==> config.mk <==
export PLATFORM = sky130hd
export DESIGN_NAME = uart_frame_packer
export DESIGN_NICKNAME = d
export VERILOG_FILES = /design/src/rtl/uart_frame_pkg.sv /design/src/rtl/uart_frame_fifo.sv /design/src/rtl/uart_frame_packer.sv
export SDC_FILE = /design/constraint.sdc
export NUM_CORES = 1
export LEC_CHECK = 0
export CAP_MARGIN = 20
export CORE_MARGIN = 4
export CORE_UTILIZATION = 25
export DETAILED_ROUTE_END_ITERATION = 8
export HOLD_SLACK_MARGIN = 0.06
export PLACE_DENSITY = 0.49
export REMOVE_ABC_BUFFERS = 1
export SLEW_MARGIN = 20
export SYNTH_ARGS = -nofsm -noshare
export SYNTH_HDL_FRONTEND = slang
export SYNTH_SLANG_ARGS = --single-unit
==> constraint.sdc <==
create_clock -name i_Clock -period 6.2 [get_ports i_Clock]
set_input_delay 1.24 -clock i_Clock [delete_from_list [all_inputs] [get_ports i_Clock]]
set_output_delay 1.24 -clock i_Clock [all_outputs]
set_load 0.02 [all_outputs]
==> src/rtl/uart_frame_pkg.sv <==
// Shared types and constants for the UART frame packer.
package uart_frame_pkg;

  typedef enum logic [1:0] {
    IDLE,
    ISSUE,
    WAIT_START,
    WAIT_DONE
  } frame_state_t;

  localparam int unsigned FRAME_LEN_BASE    = 1;
  localparam logic [7:0]  DEFAULT_SYNC_BYTE = 8'hA5;

endpackage

==> src/rtl/uart_frame_fifo.sv <==
// Synchronous FIFO with occupancy count; accepts a push when full if a pop happens in the same cycle.
module uart_frame_fifo #(
  parameter int unsigned WIDTH = 32,
  parameter int unsigned DEPTH = 8
) (
  input  logic                     clk,
  input  logic                     rst,
  input  logic                     push,
  input  logic                     pop,
  input  logic [WIDTH-1:0]         wdata,
  output logic [WIDTH-1:0]         rdata,
  output logic                     full,
  output logic                     empty,
  output logic [$clog2(DEPTH):0]   count
);

  localparam int unsigned AW      = $clog2(DEPTH);
  localparam logic [AW:0] DEPTH_C = (AW+1)'(DEPTH);

  logic [WIDTH-1:0] mem_q [DEPTH];
  logic [AW-1:0]    wr_ptr_q, wr_ptr_d;
  logic [AW-1:0]    rd_ptr_q, rd_ptr_d;
  logic [AW:0]      count_q, count_d;
  logic             wr_en, rd_en;

  always_comb begin
    full     = (count_q == DEPTH_C);
    empty    = (count_q == '0);
    rd_en    = pop & ~empty;
    wr_en    = push & (~full | rd_en);
    wr_ptr_d = wr_ptr_q;
    rd_ptr_d = rd_ptr_q;
    count_d  = count_q;
    if (wr_en) wr_ptr_d = wr_ptr_q + 1'b1;
    if (rd_en) rd_ptr_d = rd_ptr_q + 1'b1;
    if (wr_en && !rd_en)      count_d = count_q + 1'b1;
    else if (rd_en && !wr_en) count_d = count_q - 1'b1;
  end

  always_ff @(posedge clk) begin
    if (rst) begin
      wr_ptr_q <= '0;
      rd_ptr_q <= '0;
      count_q  <= '0;
    end else begin
      wr_ptr_q <= wr_ptr_d;
      rd_ptr_q <= rd_ptr_d;
      count_q  <= count_d;
    end
  end

  // Storage needs no reset: occupancy is tracked by the pointers and count.
  always_ff @(posedge clk) begin
    if (wr_en) mem_q[wr_ptr_q] <= wdata;
  end

  assign rdata = mem_q[rd_ptr_q];
  assign count = count_q;

endmodule

==> src/rtl/uart_frame_packer.sv <==
// Buffers words and serialises each as SYNC_BYTE + data bytes (LSB first) onto a UART TX byte handshake.
// Define UART_FRAME_CHECKSUM_EN to append an XOR-of-data-bytes checksum to every frame.
module uart_frame_packer
  import uart_frame_pkg::*;
#(
  parameter int unsigned DATA_BYTES = 4,
  parameter int unsigned FIFO_DEPTH = 8,
  parameter logic [7:0]  SYNC_BYTE  = DEFAULT_SYNC_BYTE
) (
  input  logic                        i_Clock,
  input  logic                        i_Rst,
  input  logic                        i_Word_Valid,
  input  logic [8*DATA_BYTES-1:0]     i_Word,
  output logic                        o_Word_Ready,
  output logic                        o_TX_DV,
  output logic [7:0]                  o_TX_Byte,
  input  logic                        i_TX_Active,
  input  logic                        i_TX_Done,
  output logic [$clog2(FIFO_DEPTH):0] o_Fifo_Count,
  output logic                        o_Busy,
  output logic [15:0]                 o_Frames_Sent
);

  localparam int unsigned WORD_W = 8*DATA_BYTES;
`ifdef UART_FRAME_CHECKSUM_EN
  localparam int unsigned FRAME_LEN = FRAME_LEN_BASE + DATA_BYTES + 1;
`else
  localparam int unsigned FRAME_LEN = FRAME_LEN_BASE + DATA_BYTES;
`endif
  localparam int unsigned      IDX_W         = $clog2(FRAME_LEN);
  localparam logic [IDX_W-1:0] LAST_IDX      = IDX_W'(FRAME_LEN - 1);
  localparam logic [IDX_W-1:0] LAST_DATA_IDX = IDX_W'(DATA_BYTES);

  frame_state_t         state_q, state_d;
  logic [IDX_W-1:0]     idx_q, idx_d;
  logic [WORD_W-1:0]    shift_q, shift_d;
  logic                 tx_dv_q, tx_dv_d;
  logic [7:0]           tx_byte_q, tx_byte_d;
  logic [15:0]          frames_q, frames_d;
`ifdef UART_FRAME_CHECKSUM_EN
  logic [7:0]           csum_q, csum_d;
`endif

  logic                        push, pop, byte_done;
  logic [WORD_W-1:0]           fifo_rdata;
  logic                        fifo_full, fifo_empty;
  logic [$clog2(FIFO_DEPTH):0] fifo_count;

  uart_frame_fifo #(
    .WIDTH (WORD_W),
    .DEPTH (FIFO_DEPTH)
  ) u_fifo (
    .clk   (i_Clock),
    .rst   (i_Rst),
    .push  (push),
    .pop   (pop),
    .wdata (i_Word),
    .rdata (fifo_rdata),
    .full  (fifo_full),
    .empty (fifo_empty),
    .count (fifo_count)
  );

  always_comb begin
    state_d   = state_q;
    idx_d     = idx_q;
    shift_d   = shift_q;
    tx_dv_d   = 1'b0;
    tx_byte_d = tx_byte_q;
    frames_d  = frames_q;
    byte_done = 1'b0;
    pop       = 1'b0;
`ifdef UART_FRAME_CHECKSUM_EN
    csum_d    = csum_q;
`endif
    case (state_q)
      IDLE: begin
        if (!fifo_empty) begin
          pop     = 1'b1;
          shift_d = fifo_rdata;
          idx_d   = '0;
          state_d = ISSUE;
`ifdef UART_FRAME_CHECKSUM_EN
          csum_d  = '0;
          for (int unsigned b = 0; b < DATA_BYTES; b++) csum_d = csum_d ^ fifo_rdata[8*b +: 8];
`endif
        end
      end
      ISSUE: begin
        tx_dv_d = 1'b1;
        state_d = WAIT_START;
        if (idx_q == '0) begin
          tx_byte_d = SYNC_BYTE;
        end else if (idx_q <= LAST_DATA_IDX) begin
          tx_byte_d = shift_q[7:0];
          shift_d   = shift_q >> 8;
        end
`ifdef UART_FRAME_CHECKSUM_EN
        else begin
          tx_byte_d = csum_q;
        end
`endif
      end
      // A done seen before active completes the byte directly, so it is never lost.
      WAIT_START: begin
        if (i_TX_Done)        byte_done = 1'b1;
        else if (i_TX_Active) state_d   = WAIT_DONE;
      end
      WAIT_DONE: begin
        if (i_TX_Done) byte_done = 1'b1;
      end
      default: state_d = IDLE;
    endcase

    if (byte_done) begin
      idx_d = idx_q + 1'b1;
      if (idx_q == LAST_IDX) begin
        frames_d = frames_q + 1'b1;
        state_d  = IDLE;
      end else begin
        state_d  = ISSUE;
      end
    end

    o_Word_Ready = ~fifo_full | pop;
    push         = i_Word_Valid & o_Word_Ready;
  end

  always_ff @(posedge i_Clock) begin
    if (i_Rst) begin
      state_q   <= IDLE;
      idx_q     <= '0;
      shift_q   <= '0;
      tx_dv_q   <= 1'b0;
      tx_byte_q <= '0;
      frames_q  <= '0;
`ifdef UART_FRAME_CHECKSUM_EN
      csum_q    <= '0;
`endif
    end else begin
      state_q   <= state_d;
      idx_q     <= idx_d;
      shift_q   <= shift_d;
      tx_dv_q   <= tx_dv_d;
      tx_byte_q <= tx_byte_d;
      frames_q  <= frames_d;
`ifdef UART_FRAME_CHECKSUM_EN
      csum_q    <= csum_d;
`endif
    end
  end

  assign o_TX_DV       = tx_dv_q;
  assign o_TX_Byte     = tx_byte_q;
  assign o_Frames_Sent = frames_q;
  assign o_Fifo_Count  = fifo_count;
  assign o_Busy        = (state_q != IDLE) | (fifo_count != '0);

endmodule

## After elaboration in Yosys (flattened, before gate mapping)

Memories as Yosys holds them, arrays and structs flattened. A register that Yosys moved wholly into a read port is not among the register bits.
Index checks and enable logic that the tools add are counted.

- Bits in writable memories: 256
- Flip-flop bits (word level): 72
- Memories kept: 1

Memory list:

| memory | words | width | rd ports | clocked after Yosys merged registers in | wr ports | line | text |
|---|---|---|---|---|---|---|---|
| u_fifo.mem_q | 8 | 32 | 1 | 1 | 1 | uart_frame_fifo.sv:20 | `logic [WIDTH-1:0] mem_q [DEPTH];` |

- Bitwise gates (word level): 8
- Order comparisons: 1
- Reduce and logical (&&, ||, !) cells: 20
- Equality and inequality tests: 12
- Mux-type cells: 26
- Add/subtract/negate cells: 6

Operators by type and width:

| kind | number |
|---|---|
| 32-bit two-way mux | 3 |
| 32-bit one-hot mux with 2 select lines | 1 |
| 16-bit by 1-bit adder with 16-bit output (second input constant) | 1 |
| 8-bit two-way mux | 2 |
| 3-bit two-way mux | 5 |
| 2-bit nonzero test | 5 |
| 3-bit by 1-bit adder with 3-bit output (second input constant) | 3 |
| 3-bit != test (second input constant) | 3 |
| 1-bit two-way mux | 8 |
| 2-bit two-way mux | 4 |
| 4-bit two-way mux | 2 |
| 2-bit != test (second input constant) | 4 |
| 4-bit AND reduction | 2 |
| 4-bit nonzero test | 2 |
| 2-bit one-hot mux with 3 select lines | 1 |
| 2-bit AND reduction | 3 |
| 4-bit by 1-bit adder with 4-bit output (second input constant) | 1 |
| 2-bit == test (second input constant) | 2 |
| 4-bit == test (second input constant) | 1 |
| 4-bit zero test | 1 |
| 4-bit by 1-bit subtractor with 4-bit output (second input constant) | 1 |
| 1-bit AND | 3 |
| 3-bit == test (second input constant) | 1 |
| 3-bit <= comparator (second input constant) | 1 |
| other kinds (8) | 13 |

## Logic depth before layout (Yosys ltp)

Gate-level depths: netlist (run 1).

- Word-level depth: 10
- Mapped depth: 11
- Depth with buffers taken out: 11

## Hierarchy

A second synthesis (run 1) with hierarchy kept.

- Cells, all modules: 739
- Area total of the unflattened synthesis: 13016.2 µm²

By module, submodules not included:

| module | cells an instance | area an instance (µm²) | times used |
|---|---|---|---|
| uart_frame_fifo | 443 | 10279.9 | 1 |
| uart_frame_packer | 296 | 2736.4 | 1 |

## Worst setup path after synthesis (run 1)

No wires, ideal clock.

- Path type: input to register
- Start point: in i_Word_Valid
- End point: mem u_fifo.mem_q[0][0], enable pin
- Buffers on the path: 0
- Arrival: 3.769 ns
- Cell stages on the path: 3
- Slack: 1.970 ns
- Library setup time: 0.461 ns
- Required time: 5.739 ns
- Path through: o21a_1 nand2b_1 nor3_1

- Word-level cells in the longest chain between the ends: 4

RTL lines:

| element | line | text |
|---|---|---|
| start, declared | uart_frame_packer.sv:12 | `input logic i_Word_Valid,` |
| 1-bit AND | uart_frame_packer.sv:126 | `push = i_Word_Valid & o_Word_Ready;` |
| 1-bit AND | uart_frame_fifo.sv:30 | `wr_en = push & (~full \| rd_en);` |
| 1-bit two-way mux | uart_frame_fifo.sv:54 | `if (wr_en) mem_q[wr_ptr_q] <= wdata;` |
| 1-bit two-way mux (implied by the code) | uart_frame_fifo.sv:54 |  |
| end, declared | uart_frame_fifo.sv:20 |  |

No other way between the ends.

## Final worst setup path (run 1)

- Start point: reg u_fifo.count_q[1] (netlist: u_fifo.count[1])
- End point: out o_Busy

- Word-level cells in the longest chain between the ends: 2

RTL lines:

| element | line | text |
|---|---|---|
| start, declared | uart_frame_fifo.sv:23 | `logic [AW:0] count_q, count_d;` |
| start signal, assigned | uart_frame_fifo.sv:48 | `count_q <= count_d;` |
| 4-bit nonzero test | uart_frame_packer.sv:157 | `assign o_Busy = (state_q != IDLE) \| (fifo_count != '0);` |
| 1-bit bitwise OR | uart_frame_packer.sv:157 |  |
| end, declared | uart_frame_packer.sv:20 | `output logic o_Busy,` |

No other way between the ends.

==> results of run 1 <==
## cell families after synthesis
logic type	after synthesis
AOI/OAI and AO/OA	138
xor gates and xnor gates	15
adders and majority gates	14
buffers and inverters	53
DFF	331
muxes	91
and+or+nand+nor	152
## metal layers
metal,part of all wire (%),vias up
met3,4.3,49
li1,-,3296
met2,48,110
met5,0.10,-
met1,46,3577
met4,1.9,4
## metrics by stage
step           util (%)  std cells  worst slack (ns)  total power [mW]  area, um2
5_1_grt            30.6       1578              2.07              6.72      15700
6_report           30.6       1578              2.22              6.38      15700
3_5_place_dp       28.2       1512              2.65              4.27      14500
2_1_floorplan         -        750              1.97              3.75      12800
3_3_place_gp       28.2       1512              2.64              4.26      14500
4_1_cts            30.6       1578              2.17              6.49      15700
## worst max path at each step
stage	startpoint	end	slack, ns
floorplan	i_Word_Valid	u_fifo.mem_q[0][0]$_DFFE_PP_	1.97
global placement	i_Word_Valid	u_fifo.count[3]$_SDFFE_PP0P_	2.64
detailed placement	i_Word_Valid	u_fifo.count[3]$_SDFFE_PP0P_	2.65
CTS	u_fifo.count[1]$_SDFFE_PP0P_	o_Busy	2.17
global route	u_fifo.count[1]$_SDFFE_PP0P_	o_Busy	2.07
finish	u_fifo.count[1]$_SDFFE_PP0P_	o_Busy	2.22
## power groups by stage
stage	combinational, mW	sequential (mW)	clock, mW
floorplan	0.951	2.80	0
global placement	1.48	2.78	0
detailed placement	1.49	2.78	0
CTS	1.49	2.74	2.26
global route	1.62	2.76	2.35
finish	1.46	2.73	2.19
## flip-flops by register name (all words and copies together) (netlist names), named ones only
| name | flops |
|---|---|
| shift_q | 32 |
| u_fifo.wr_ptr_q | 3 |
| o_TX_DV | 1 |
| o_Frames_Sent | 16 |
| u_fifo.count | 4 |
| state_q | 2 |
| u_fifo.rd_ptr_q | 3 |
| idx_q | 3 |
| o_TX_Byte | 8 |
| u_fifo.mem_q | 256 |
## cells in the final DEF, fill, tap and decap left out, types with 3 or more instances in the layout
| cell | Yosys | final |
|---|---|---|
| a21oi_1 | 57 | 57 |
| a22oi_1 | 4 | 4 |
| a311oi_1 | 10 | 10 |
| buf_4 | 5 | 15 |
| clkbuf_1 | 20 | 11 |
| clkbuf_16 | 0 | 38 |
| clkbuf_8 | 0 | 8 |
| clkdlybuf4s50_1 | 0 | 66 |
| dfxtp_1 | 75 | 73 |
| edfxtp_1 | 256 | 256 |
| ha_1 | 13 | 13 |
| inv_1 | 8 | 8 |
| mux2_2 | 22 | 22 |
| mux2i_1 | 15 | 15 |
| mux4_2 | 52 | 52 |
| nand2_1 | 31 | 31 |
| nand2b_1 | 9 | 9 |
| nand3_1 | 7 | 7 |
| nor2_1 | 41 | 35 |
| nor2_4 | 0 | 6 |
| nor2b_1 | 18 | 18 |
| nor3_1 | 7 | 5 |
| o21ai_0 | 27 | 27 |
| o221ai_1 | 10 | 10 |
| o22ai_1 | 18 | 18 |
| o31ai_1 | 4 | 4 |
| or3_1 | 3 | 3 |
| or4_1 | 18 | 18 |
| xnor2_1 | 7 | 7 |
| xor2_1 | 8 | 8 |
## worst reg2reg max path, cell delays in order, from the launching register on
cell and delay (ns):
dfxtp_1 0.40, inv_1 0.10, ha_1 0.29, nand2b_1 0.22, o21a_1 0.25, ha_1 0.23
inv_1 0.13, ha_1 0.25, a21o_1 0.17, a21oi_1 0.18, mux2i_1 0.21, mux2_2 0.34
## synth_stat cells, types with 3 or more instances
cell	count	area, um2
a21oi_1	57	285
a22oi_1	4	30.0
a311oi_1	10	87.6
buf_2	11	55.1
buf_4	5	37.5
buf_6	3	33.8
clkbuf_1	20	75.1
clkbuf_4	3	22.5
dfxtp_1	75	1500
edfxtp_1	256	7690
ha_1	13	163
inv_1	8	30.0
mux2_2	22	248
mux2i_1	15	150
mux4_2	52	1170
nand2_1	31	116
nand2b_1	9	56.3
nand3_1	7	35.0
nor2_1	41	154
nor2b_1	18	113
nor3_1	7	35.0
o21ai_0	27	135
o221ai_1	10	87.6
o22ai_1	18	113
o31ai_1	4	30.0
or3_1	3	18.8
or4_1	18	135
xnor2_1	7	61.3
xor2_1	8	70.1
## final cells by class
type                            instances  area (um2)
Fill cell                            5103       35700
Sequential cell                       331        9200
Multi-Input combinational cell        410        3630
Clock buffer                           58        1110
Tap cell                              680         851
Timing Repair Buffer                   82         778
Clock inverter                          8         120
Inverter                                9        33.8
==> flow_summary.toml, run 1 <==
[global_route]
met3_usage_pct = 2.28
grt-busiest-layer = "met2"
grt.overflow.total = 0
grt_pass1_vias = 7254
grt_max_degree = 76
met1_usage_pct = 13.3
grt_usage_pct = 10.1
antenna_found_initial = 2
grt_pass1_wl_mm = 44.1
grt_use_met2_pct = 16.7

[clock_tree]
cts_resized = 0
cts.root.buffer_cell = "clkbuf_16"
clk_latency_ns = 0.53
post-cts-setup-buffers = 0
cts_tree = "done"
clockBufferDepth = 3
clock_sinks = 331
path_clk_slew_ns = 0.06
h-tree-depth = 2
cts_buffers = 36
holdBufCountCts = 0

[detailed_routing]
viasPerCell = 4.46
firstDrtPassIters = 4
first_iter_violations = 483
route.detailed.drc = 0
drt_wl_total_mm = 28.6
routedWlPerCell_um = 18.1
ant_nets = 0
num_vias = 7036

[place]
gp_congestion = 0.753
port_buffers = 67
dp_hpwl_mm = 16.4

[job]
cap_violations = 0

[synthesis]
seq_area_frac_synth_pct = 70.5
ys_ff_latch = 331
syn_area_um2 = 13000
async_flop_share_pct = 0
synth_top_family_by_area = "multiplexers"
synth_edf_count = 256
yosysUniqueCellTypes = 53
syn_area_per_cell_um2 = 16.4
yosys.area_share.simple_pct = 6.12
syn_inst = 794
ys_warn_count = 0
synth_xor_xnor_area_share_pct = 1.01
muxShareOfSynthArea_pct = 12.4
synthAdderAreaFrac_pct = 1.40
ys_dominant_reg_cell = "edfxtp_1"
synth_compound_area_share_pct = 6.45

[critical_path]
timing.rr.end = "u_fifo.count[3]$_SDFFE_PP0P_"
crit_fanout = 39
slowest_delay_ns = 0.60
required_ns = 4.96
path_delay_family = "buffers and inverters"
path_cells = "or4_4 -> nor2_2 -> buf_4 -> inv_2 -> clkdlybuf4s50_1"
crit_slowest_cell = "or4_4"
crit_path_start_kind = "flop"
cp.depth = 5
worstRegToRegCells = 11
cp-end-kind = "primary output"
critPathKind = "reg2out"
r2r_slack_ns = 3.32
cp.arrival_ns = 2.74
cp.buffers_inverters = 3
reg2reg_from = "state_q[0]$_SDFFE_PP0P_"

[worst_hold_path]
holdPathEnd = "shift_q[25]$_SDFFE_PP0P_"
hold_start = "shift_q[25]$_SDFFE_PP0P_"
holdPathStages = 2
hp-class = "reg2reg"

[pwr]
power_leakage_nw = 4.88
pwr-share-clk_pct = 34.3
internal-power_mw = 4.55
swShare_pct = 28.8
p_per_area_nw_per_um2 = 406
power_switching_mw = 1.84
seq_power_share_pct = 42.8
ir_drop_uv = 189
pwr-share-comb_pct = 22.9

[cells_and_area]
drive_gt1_share_pct = 18.3
syn_to_final_growth_pct = 20.6
nNetsFinal = 921
diodes = 0

[timing]
hold_violations = 0
slew_violations = 0
setup_viol = 0
tightestPinTransition_ns = 0.995
finalCritPeriodShare_pct = 64.2
max_freq_mhz = 251
period_needed_ns = 3.98
rsz0062_at_grt = "no"
clock_skew_ns = 0.0182
timing.hold.ws_ns = 0.475
relSlewSlack_pct = 33.5
setup_tns_ns = 0

[floorplanning]
die_y_um = 236
ios = 68
fp.dieW_um = 236
rows = 83
die_area_um2 = 55800
start_util_pct = 25.3
core_um2 = 51400

[run_status]
outcome = "finished clean"
Note: power is estimated with default switching activity, not from simulation.
==> inputs of run 2 (changes only) <==
- clock period: 6.2 -> 3.9 ns (I/O delays scaled with it)
==> flow_summary.toml, run 2 (synthesized netlist as in run 1, its figures left out) <==
[global_route]
antenna_found_initial = 0
grt_pass1_vias = 7252
grt_usage_pct = 10.6
grt.overflow.total = 0
grt_pass1_wl_mm = 46.3
grt_max_degree = 50

[timing]
max_freq_mhz = 309
rsz0062_at_grt = "no"
finalCritPeriodShare_pct = 83.0
tightestPinTransition_ns = 0.990
setup_viol = 0
hold_violations = 0
relSlewSlack_pct = 33.9
setup_tns_ns = 0
clock_skew_ns = 0.0128
slew_violations = 0
period_needed_ns = 3.24

[clock_tree]
clock_sinks = 331
h-tree-depth = 2
holdBufCountCts = 0
cts_tree = "done"
clk_latency_ns = 0.52
clockBufferDepth = 3
path_clk_slew_ns = 0.06
post-cts-setup-buffers = 0
cts.root.buffer_cell = "clkbuf_16"
cts_buffers = 36
cts_resized = 0

[critical_path]
cp.depth = 6
cp-end-kind = "primary output"
reg2reg_from = "state_q[0]$_SDFFE_PP0P_"
worstRegToRegCells = 11
slowest_delay_ns = 0.67
critPathKind = "reg2out"
cp-endpoint = "o_Busy"
cp.arrival_ns = 2.46
required_ns = 3.12
path_cells = "inv_1 -> ha_1 -> inv_1 -> nor2_2 -> inv_2 -> clkdlybuf4s50_1"
timing.rr.end = "u_fifo.count[3]$_SDFFE_PP0P_"
cpMostUsedCell = "inv_1"
crit_path_start_kind = "flop"
crit_slowest_cell = "clkdlybuf4s50_1"
path_delay_family = "buffers and inverters"
startpoint = "state_q[0]$_SDFFE_PP0P_"
r2r_slack_ns = 1.04
cp.buffers_inverters = 4
crit_fanout = 11

[worst_hold_path]
hp-class = "reg2reg"
hold_start = "shift_q[12]$_SDFFE_PP0P_"

[pwr]
pwr-share-comb_pct = 23.4
p_per_area_nw_per_um2 = 640
swShare_pct = 29.3
seq_power_share_pct = 43.8
ir_drop_uv = 289
power_switching_mw = 2.93
internal-power_mw = 7.09
power.total_mw = 10.0
power_leakage_nw = 4.85
pwr-share-clk_pct = 32.9

[detailed_routing]
first_iter_violations = 507
num_vias = 7104
routedWlPerCell_um = 19.0
ant_nets = 0
top_layer_used = "met4"
viasPerCell = 4.50
firstDrtPassIters = 4
wl_met1_mm = 14.3
route.detailed.drc = 0
drt_wl_total_mm = 30.0
wl_met2_mm = 13.9
wl_met3_mm = 1.46

[floorplanning]
start_util_pct = 25.3
core_um2 = 51400
die_area_um2 = 55800
die_y_um = 236
ios = 68
rows = 83
fp.dieW_um = 236

[cells_and_area]
syn_to_final_growth_pct = 20.3
fin_area_um2 = 15700
final_util_pct = 30.5
layout_commonest_cell = "edfxtp_1"
diodes = 0
drive_gt1_share_pct = 18.4
num-fill-cells = 5135
nNetsFinal = 924
largest_reg_flops = 256
layout_common_cells = "edfxtp_1 (256), dfxtp_1 (73), clkdlybuf4s50_1 (66)"
top_register = "u_fifo.mem_q"

[place]
gp_congestion = 0.725
dp_hpwl_mm = 17.4
port_buffers = 67
placed_area_um2 = 14500

[run_status]
outcome = "finished clean"

[job]
cap_violations = 0
## run 2: cell types whose count changed in the layout (fill, tap and decap cells not counted), sizes merged
cell	change
buf	+3
bufinv	+1
clkbuf	-9
clkinv	+6
inv	-1
## run 2: metal layers
metal | up-vias | GRT usage [%]
met3 | 32 | 2.19
met1 | 3609 | 15.2
met2 | 154 | 16.7
met4 | 0 | 2.30
met5 | - | 0
li1 | 3309 | -
## run 2: worst min-delay path by stage
| stage | to | slack [ns] | cells past startpoint |
|---|---|---|---|
| CTS | shift_q[16]$_SDFFE_PP0P_ | 0.48 | 2 |
| floorplan | shift_q[0]$_SDFFE_PP0P_ | 0.45 | 2 |
| global route | shift_q[8]$_SDFFE_PP0P_ | 0.50 | 2 |
| finish | shift_q[12]$_SDFFE_PP0P_ | 0.48 | 2 |
| global placement | shift_q[21]$_SDFFE_PP0P_ | 0.46 | 2 |
| detailed placement | shift_q[16]$_SDFFE_PP0P_ | 0.47 | 2 |
## run 2: worst register-to-register path, stage by stage, from the launching register on
cell,delay [ns]
dfxtp_1,0.40
inv_1,0.10
ha_1,0.28
nand2b_1,0.20
o21a_1,0.26
ha_1,0.24
inv_1,0.13
ha_1,0.24
a21o_1,0.17
a21oi_1,0.17
mux2i_1,0.21
mux2_2,0.34
## run 2: cell type report
type	count	area, um2	area share, %
sequential	331	9200	58.7
multi-input combinational	410	3630	23.2
clock buffer	49	970	6.19
tap	680	851	5.43
timing repair buffer	85	826	5.27
clock inverter	14	165	1.05
inverter	9	33.8	0.216
## run 2: through the flow
step                      setup slack (ns)  hold WS [ns]  instances
after floorplan                      0.122         0.448        750
after detailed placement             0.782         0.468       1515
final                                0.665         0.477       1578
after global placement               0.756         0.464       1515
after global routing                 0.482         0.499       1578
after CTS                            0.611         0.476       1578
## run 2: power groups by stage
stage | sequential [mW] | clock, mW | combinational, mW
3_5_place_dp | 4.47 | 0 | 2.39
4_1_cts | 4.40 | 3.40 | 2.40
3_3_place_gp | 4.47 | 0 | 2.36
5_1_grt | 4.44 | 3.55 | 2.60
2_1_floorplan | 4.45 | 0 | 1.51
6_report | 4.39 | 3.29 | 2.34
